<file path="src/rtl/rv_core_pkg.sv">
// Shared RV core definitions: default widths, register-file FSM states and the
// hardwired-zero register index.
package rv_core_pkg;

    localparam int unsigned XLEN_DEFAULT = 32;
    localparam int unsigned NREG_DEFAULT = 32;
    localparam int unsigned REG_ZERO     = 0;

    // Register file lifecycle: zeroing sweep after reset, then normal operation.
    typedef enum logic {
        INIT = 1'b0,
        RUN  = 1'b1
    } rf_state_e;

endpackage

</file>
<file path="src/rtl/regfile_scoreboard.sv">
// Pending-producer scoreboard for the integer register file.
// One bit per register: set by an issue-time claim, cleared by writeback;
// a claim beats a writeback to the same register in the same cycle.
// Ports:
//   clock, reset_n   clock and synchronous active-low reset
//   run_i            block is out of its zeroing sweep (claims/writes honoured)
//   wr_en_i/addr_i   writeback clearing a pending bit
//   claim_en_i/addr_i issue-time reservation setting a pending bit
//   rd_addr_i        packed read addresses, port k at [k*AW +: AW]
//   rd_pend_o_c      combinational pending bit of each port's register
module regfile_scoreboard
    import rv_core_pkg::*;
#(
    parameter  int unsigned NUM_REGS = NREG_DEFAULT,
    parameter  int unsigned NUM_READ = 2,
    localparam int unsigned AW       = $clog2(NUM_REGS)
) (
    input  logic                     clock,
    input  logic                     reset_n,
    input  logic                     run_i,
    input  logic                     wr_en_i,
    input  logic [AW-1:0]            wr_addr_i,
    input  logic                     claim_en_i,
    input  logic [AW-1:0]            claim_addr_i,
    input  logic [NUM_READ*AW-1:0]   rd_addr_i,
    output logic [NUM_READ-1:0]      rd_pend_o_c
);

    logic [NUM_REGS-1:0] pending_q;
    logic [NUM_REGS-1:0] pending_d;

    // Clear on writeback first so a same-cycle claim overrides it.
    always_comb begin
        pending_d = pending_q;
        if (run_i) begin
            if (wr_en_i && (wr_addr_i != AW'(REG_ZERO))) begin
                pending_d[wr_addr_i] = 1'b0;
            end
            if (claim_en_i && (claim_addr_i != AW'(REG_ZERO))) begin
                pending_d[claim_addr_i] = 1'b1;
            end
        end
        pending_d[REG_ZERO] = 1'b0;
    end

    always_ff @(posedge clock) begin
        if (!reset_n) begin
            pending_q <= '0;
        end else begin
            pending_q <= pending_d;
        end
    end

    // Per-port lookup of the pre-edge pending bit.
    always_comb begin
        rd_pend_o_c = '0;
        for (int k = 0; k < int'(NUM_READ); k++) begin
            rd_pend_o_c[k] = pending_q[rd_addr_i[k*AW +: AW]];
        end
    end

endmodule

</file>
<file path="src/rtl/regfile_mp.sv">
// Multi-read-port integer register file with post-reset zeroing sweep,
// optional write-to-read bypass and a RAW-hazard pending scoreboard.
// Ports:
//   clock, reset_n        clock and synchronous active-low reset
//   init_done             high once the zeroing sweep has finished
//   rd_addr/rd_data       packed read ports (combinational, 0-cycle)
//   rd_busy               read register has an outstanding claim
//   wr_en/wr_addr/wr_data writeback port (clocked)
//   claim_en/claim_addr   issue-time destination reservation
module regfile_mp
    import rv_core_pkg::*;
#(
    parameter  int unsigned XLEN     = XLEN_DEFAULT,
    parameter  int unsigned NUM_REGS = NREG_DEFAULT,
    parameter  int unsigned NUM_READ = 2,
    parameter  int unsigned BYPASS   = 1,
    localparam int unsigned AW       = $clog2(NUM_REGS)
) (
    input  logic                       clock,
    input  logic                       reset_n,
    output logic                       init_done,
    input  logic [NUM_READ*AW-1:0]     rd_addr,
    output logic [NUM_READ*XLEN-1:0]   rd_data,
    output logic [NUM_READ-1:0]        rd_busy,
    input  logic                       wr_en,
    input  logic [AW-1:0]              wr_addr,
    input  logic [XLEN-1:0]            wr_data,
    input  logic                       claim_en,
    input  logic [AW-1:0]              claim_addr
);

    rf_state_e         state_q;
    rf_state_e         state_d;
    logic [AW-1:0]     cnt_q;
    logic [AW-1:0]     cnt_d;
    logic [XLEN-1:0]   mem_q [NUM_REGS];
    logic              run_c;
    logic              wr_ok_c;
    logic [NUM_READ-1:0] pend_c;
    logic [AW-1:0]     rd_idx_c;

    assign run_c     = (state_q == RUN);
    assign wr_ok_c   = run_c && wr_en && (wr_addr != AW'(REG_ZERO));
    assign init_done = run_c;

    // Sweep FSM: one entry zeroed per cycle, RUN after the last entry.
    always_comb begin
        state_d = state_q;
        cnt_d   = cnt_q;
        case (state_q)
            INIT: begin
                cnt_d = cnt_q + AW'(1);
                if (cnt_q == AW'(NUM_REGS - 1)) begin
                    state_d = RUN;
                end
            end
            RUN: begin
                state_d = RUN;
            end
            default: begin
                state_d = INIT;
            end
        endcase
    end

    always_ff @(posedge clock) begin
        if (!reset_n) begin
            state_q <= INIT;
            cnt_q   <= AW'(1);
        end else begin
            state_q <= state_d;
            cnt_q   <= cnt_d;
        end
    end

    // Storage: entry 0 is never written; reads of r0 are forced to zero.
    always_ff @(posedge clock) begin
        if (reset_n) begin
            if (state_q == INIT) begin
                mem_q[cnt_q] <= '0;
            end else if (wr_ok_c) begin
                mem_q[wr_addr] <= wr_data;
            end
        end
    end

    regfile_scoreboard #(
        .NUM_REGS (NUM_REGS),
        .NUM_READ (NUM_READ)
    ) u_scoreboard (
        .clock        (clock),
        .reset_n      (reset_n),
        .run_i        (run_c),
        .wr_en_i      (wr_en),
        .wr_addr_i    (wr_addr),
        .claim_en_i   (claim_en),
        .claim_addr_i (claim_addr),
        .rd_addr_i    (rd_addr),
        .rd_pend_o_c  (pend_c)
    );

    // Read muxing: zero during sweep and for r0, bypass a matching writeback.
    always_comb begin
        rd_data  = '0;
        rd_busy  = '0;
        rd_idx_c = '0;
        for (int k = 0; k < int'(NUM_READ); k++) begin
            rd_idx_c = rd_addr[k*AW +: AW];
            if (run_c && (rd_idx_c != AW'(REG_ZERO))) begin
                if ((BYPASS != 0) && wr_en && (wr_addr == rd_idx_c)) begin
                    rd_data[k*XLEN +: XLEN] = wr_data;
                    rd_busy[k]              = 1'b0;
                end else begin
                    rd_data[k*XLEN +: XLEN] = mem_q[rd_idx_c];
                    rd_busy[k]              = pend_c[k];
                end
            end
        end
    end

endmodule

</file>
<file path="config.mk">
export PLATFORM = sky130hd
export DESIGN_NAME = regfile_mp
export DESIGN_NICKNAME = d
export VERILOG_FILES = /design/src/rtl/rv_core_pkg.sv /design/src/rtl/regfile_scoreboard.sv /design/src/rtl/regfile_mp.sv
export SDC_FILE = /design/constraint.sdc
export NUM_CORES = 1
export LEC_CHECK = 0
export ABC_CLOCK_PERIOD_IN_PS = 4300
export CORE_MARGIN = 2
export CORE_UTILIZATION = 28
export CTS_BUF_LIST = sky130_fd_sc_hd__clkbuf_8
export DETAILED_ROUTE_END_ITERATION = 16
export PLACE_DENSITY_LB_ADDON = 0.25
export RECOVER_POWER = 100
export SLEW_MARGIN = 30
export SYNTH_ARGS = -nofsm -noshare
export SYNTH_HDL_FRONTEND = slang
export SYNTH_SLANG_ARGS = --single-unit
export TNS_END_PERCENT = 30
</file>
<file path="constraint.sdc">
create_clock -name clock -period 4.3 [get_ports clock]
set_clock_uncertainty 0.05 [all_clocks]
set_input_delay 0.86 -clock clock [delete_from_list [all_inputs] [get_ports clock]]
set_output_delay 0.86 -clock clock [all_outputs]
set_load 0.03 [all_outputs]
</file>
## After elaboration in Yosys (flattened, before gate mapping)

Memories as Yosys holds them, arrays and structs flattened.
Index checks and enable logic that the tools add are counted.

- Add/sub/neg operators: 1
- Magnitude comparators: 6
- Equality and inequality tests: 3
- Multiplexer cells: 31
- Bitwise logic cells: 4
- Reduce and logical (&&, ||, !) cells: 15

Operators by type and width:

| kind | number |
|---|---|
| 2-to-1 mux 32 bit | 8 |
| AND 32 bit | 1 |
| NOT 32 bit | 1 |
| bitwise OR 32 bit | 1 |
| OR reduction 32 bit | 1 |
| < comparator 5 x 6 -> 1 bit (second input constant) | 4 |
| nonzero test 5 bit | 4 |
| 2-to-1 mux 1 bit | 17 |
| binary-select mux 1 bit (select 5 bit) | 2 |
| demux 1 bit (select 5 bit) | 2 |
| equality test 5 bit | 2 |
| >= comparator 5 x 1 -> 1 bit (second input constant) | 2 |
| logical AND 1 bit | 10 |
| adder 5 x 1 -> 5 bit (second input constant) | 1 |
| equality test 5 bit (second input constant) | 1 |
| 2-to-1 mux 5 bit | 1 |
| one-hot mux 1 bit (2 select lines) | 1 |
| NOT 1 bit | 1 |

- Register bits after elaboration: 38
- Memory bits (writable): 1,024
- Input port bits: 56
- Output and inout bits: 67
- Word-level logic and storage cells: 65
- Memories kept: 1

Memory list:

| name | words | bits a word | read ports | clocked after Yosys merged registers in | write ports | RTL line | source |
|---|---|---|---|---|---|---|---|
| mem_q | 32 | 32 | 2 | 0 | 1 | regfile_mp.sv:36 | `logic [XLEN-1:0] mem_q [NUM_REGS];` |

## Longest topological paths before layout

- Word-level depth: 10
- Mapped depth: 9
- Depth with buffers taken out: 5

## Modules after synthesis

Synthesis repeated with hierarchy kept, for this count alone.

- Cells, all modules: 2,934
- Area total of the unflattened synthesis: 50,764.9 µm²

By module, submodules not included:

| module | times used | cells an instance | area each (µm²) | sequential area each (µm²) |
|---|---|---|---|---|
| regfile_mp | 1 | 2,701 | 48,813.1 | 30,869.6 |
| regfile_scoreboard | 1 | 233 | 1,951.9 | 620.6 |

## Worst setup path before layout

No wires, ideal clock.

- Path kind: input to register
- Start point: input port wr_en
- End point: memory mem_q[27][0] (netlist name), enable pin
- Setup time: 0.421 ns
- Arrival: 3.494 ns
- Required time: 3.829 ns
- Slack: 0.335 ns
- Cell stages on the path: 6
- Buffers on the path: 1
- Cell sequence: clkbuf_1 nand3_1 a21oi_1 mux2_2 nand2b_1 nor2_1

- Word-level cells in the longest chain between the ends: 8
- Elaborated cells between the ends (all ways): 9
- Classes of those cells: 6 x mux; 3 x reduce/logical

RTL lines:

| what | RTL line | source |
|---|---|---|
| start: declaration | regfile_mp.sv:25 | `input logic wr_en,` |
| logical AND 1 bit (*) (2 in a row) | regfile_mp.sv:43 | `assign wr_ok_c = run_c && wr_en && (wr_addr != AW'(REG_ZERO));` |
| 2-to-1 mux 1 bit (*) | regfile_mp.sv:81 | `end else if (wr_ok_c) begin` |
| 2-to-1 mux 1 bit (*) | regfile_mp.sv:79 | `if (state_q == INIT) begin` |
| 2-to-1 mux 1 bit (*) | regfile_mp.sv:78 | `if (reset_n) begin` |
| 2-to-1 mux 1 bit (not written as such) (*) | regfile_mp.sv:82 | `mem_q[wr_addr] <= wr_data;` |
| OR reduction 32 bit (no source line) | -- |  |
| 2-to-1 mux 5 bit (no source line) or 2-to-1 mux 1 bit (tied branches) | -- |  |
| end: declaration | regfile_mp.sv:36 |  |

Mark *: on every way between the ends. The rest lies on a longest branch, timed or not.

## Worst setup path in the final report

- Start point: input port wr_addr[2]
- End point: output port rd_data[14]

- Word-level cells in the longest chain between the ends: 4

RTL lines:

| what | RTL line | source |
|---|---|---|
| start: declaration | regfile_mp.sv:26 | `input logic [AW-1:0] wr_addr,` |
| equality test 5 bit | regfile_mp.sv:110 | `if ((BYPASS != 0) && wr_en && (wr_addr == rd_idx_c)) begin` |
| logical AND 1 bit | regfile_mp.sv:110 |  |
| 2-to-1 mux 32 bit | regfile_mp.sv:110 |  |
| 2-to-1 mux 32 bit | regfile_mp.sv:109 | `if (run_c && (rd_idx_c != AW'(REG_ZERO))) begin` |
| end: declaration | regfile_mp.sv:23 | `output logic [NUM_READ*XLEN-1:0] rd_data,` |

Every way passes these cells.

==> results.toml <==
[synth]
synth-async-reset-ratio = 0
yosysWarnings = 0
syn_nets = 3005
synth_edf_count = 1024
synth_top_cells_by_area = "edfxtp_1 60%, mux4_2 17%, mux2i_1 6.4%, a221oi_1 2.1%, dfxtp_1 1.5%"
synth_area_um2 = 51000
synthCells = 2947
yosysSeqAreaShare = 0.617
synth_commonest_cells = "1024 x edfxtp_1, 376 x mux4_2, 327 x mux2i_1"
yosys.cell_count.top_type = "edfxtp_1"
yosysTopAreaCell = "edfxtp_1"
syn_avg_cell_area_um2 = 17.3
synthFlopType = "edfxtp_1"
ys_seq_elements = 1061
yosysTopAreaCellShare = 0.603
synth_cell_type_count = 55

[pwr]
powerDensity_nw_per_um2 = 351
power_leakage_nw = 21.2
vdd_drop_max_uv = 290

[grt]
grt_antenna_before_repair = 3
grt_start_max_net_pins = 47
track_usage = 0.191
grt_pass1_vias = 33000
grt_pass1_wl_mm = 253
overflow = 0

[clock_network]
cts_buffers = 170
worstSkewPairLatency_ns = 0.90
cts_tree = "yes"
htree_levels = 4
clk_transition_reported_paths_ns = 0.06
cts_root_buf = "clkbuf_8"
holdBufCountCts = 0
cts_buffer_depth = 3
clkSinkCount = 1061

[sta]
max_freq_mhz = 236
finalSetupViolCount = 0
fin_ws_ns = 0.0547
slew_headroom = 0.472
tightest_slew_ns = 0.790
finalHoldViolCount = 0
final.period_utilization = 0.987
min_period_ns = 4.25
holdWs_ns = 0.442
rsz0062_at_grt = "yes"
report.final.slew_viol_count = 0

[final_layout]
seqCellArea_um2 = 31500
synthToLayoutAreaGrowth_pct = 21.4
finalNetCount = 3435
num-fill-cells = 17100
drive_gt1_frac = 0.328
multiInputGateArea_um2 = 18500

[die]
io_pins = 123
core-area_um2 = 181000
die_width_um = 431
start_util = 0.282
row_count = 156
die_h_um = 431
die-area_um2 = 186000

[routing]
vias = 32000
drt_iter0_markers = 3035
finalWirelength_mm = 179
dr.pass1.iters = 7
viasPerCell = 5.44
ant_nets = 0
wl_per_cell_um = 30.5
drc_errors = 0

[place]
dpl_worst_slack_ns = 0.00396
dp_hpwl_mm = 110
port_buffers = 122
gp_congestion = 0.815

[setup_path]
r2r_start = "init_done$_SDFF_PN0_"
critPathCaptureType = "primary output"
crit_required_ns = 3.39
ff2ff_setup_slack_ns = 1.31
reg2reg_depth = 7
cp-start-kind = "input pin"
r2r-end = "mem_q[14][7]$_DFFE_PP_"
worstPathArrival_ns = 3.34
critical_path_class = "in -> out"
cp_max_fo = 15

[worst_hold_path]
hp-class = "reg -> reg"
whs_endpoint = "u_scoreboard.pending_q[29]$_SDFFE_PN0P_"
holdPathStages = 2
min-delay-start = "u_scoreboard.pending_q[29]$_SDFFE_PN0P_"

[run]
drv_cap = 0

[run_status]
status = "completed"
layout by cell type (no fill, tap or decap), types with 30 or more instances in the layout:
cell type	synthesis	routed
a211o_1	61	60
a211oi_1	52	52
a21boi_0	32	32
a21oi_1	97	89
a221oi_1	123	122
a22oi_1	91	91
a31oi_1	31	31
and2_1	36	31
buf_12	1	131
buf_4	44	317
clkbuf_8	0	184
clkdlybuf4s50_1	0	48
clkinv_1	3	44
dfxtp_1	37	37
edfxtp_1	1024	1024
inv_1	2	48
mux2_2	32	32
mux2i_1	327	327
mux4_2	376	376
nand2_1	57	57
nor2_4	0	36
nor2b_1	43	41
o21ai_0	69	69
o21bai_1	30	30
o221ai_1	30	30
cell type report:
cell class | instances | share of cell area
diodes | 2 | 0.0000808
flip-flops and latches | 1061 | 0.509
well taps | 2370 | 0.0479
repair buffers | 506 | 0.0911
clock buffers | 183 | 0.0407
multi-input cells | 1633 | 0.299
clock inverters | 126 | 0.0123
inverters | 5 | 0.000303
worst max path at each step:
stage	start	endpoint	slack, ns	cells after the start
floorplan	wr_en	mem_q[27][0]$_DFFE_PP_	0.34	6
global placement	rd_addr[8]	rd_data[45]	-0.11	9
detailed placement	wr_addr[4]	rd_data[45]	0.004	9
CTS	rd_addr[3]	rd_data[6]	0.02	8
global route	wr_addr[4]	rd_data[38]	-0.01	9
finish	wr_addr[2]	rd_data[14]	0.05	10
worst max-delay path: stages:
cell             delay [ns]
clkdlybuf4s50_1        0.52
buf_4                  0.22
xnor2_1                0.09
nand2_1                0.15
o211ai_1               0.11
buf_4                  0.19
clkbuf_16              0.20
a21oi_1                0.52
a211o_1                0.28
buf_12                 0.14
sequential cells by signal, summed over array words and instances (netlist names):
name,count
cnt_q,5
mem_q,1024
init_done,1
u_scoreboard.pending_q,31
power breakdown:
part           switching [mW]  total, mW  internal (mW)
sequential             0.0428       11.3           11.3
combinational           0.992       1.75          0.761
clock                    4.18       8.64           4.46
total                    5.22       21.7           16.5
cells by family (layout without fill, tap and decap cells):
family,count (synthesis),in the layout,share of synthesized area
and+or+nand+nor,239,239,0.0238
other,0,2,0
DFF,1061,1061,0.617
buffers and inverters,253,820,0.0263
xor gates and xnor gates,13,13,0.00223
muxes,735,735,0.237
adders and majority gates,2,2,0.000491
AOI/OAI and AO/OA,644,644,0.0924
per-layer routing:
| metal | GRT usage | part of all wire | up-vias |
|---|---|---|---|
| li1 | - | - | 13400 |
| met1 | 0.245 | 0.41 | 17100 |
| met2 | 0.326 | 0.50 | 1200 |
| met3 | 0.0295 | 0.059 | 280 |
| met4 | 0.0694 | 0.035 | 2 |
| met5 | 0 | 0.000072 | - |
per-stage QoR:
| stage | power (mW) | util | TNS, ns | std cells | area (um2) |
|---|---|---|---|---|---|
| 2_1_floorplan | 12.5 | - | 0 | 2947 | 51000 |
| 3_3_place_gp | 13.3 | 0.324 | -0.538 | 5573 | 58500 |
| 3_5_place_dp | 13.3 | 0.324 | 0 | 5573 | 58500 |
| 4_1_cts | 21.9 | 0.342 | 0 | 5882 | 61800 |
| 5_1_grt | 22.4 | 0.342 | -0.0106 | 5885 | 61900 |
| 6_report | 21.7 | 0.342 | 0 | 5886 | 61900 |
what timing repair did:
action | CTS | global route
resized for setup | 2 | 15
cloned | 0 | 1
setup buffers | 0 | 1
hold endpoints to repair | 0 | 0
endpoints found under the setup margin | 4 | 25
pin swaps | 1 | 2
(Power assumes the default switching activity.)
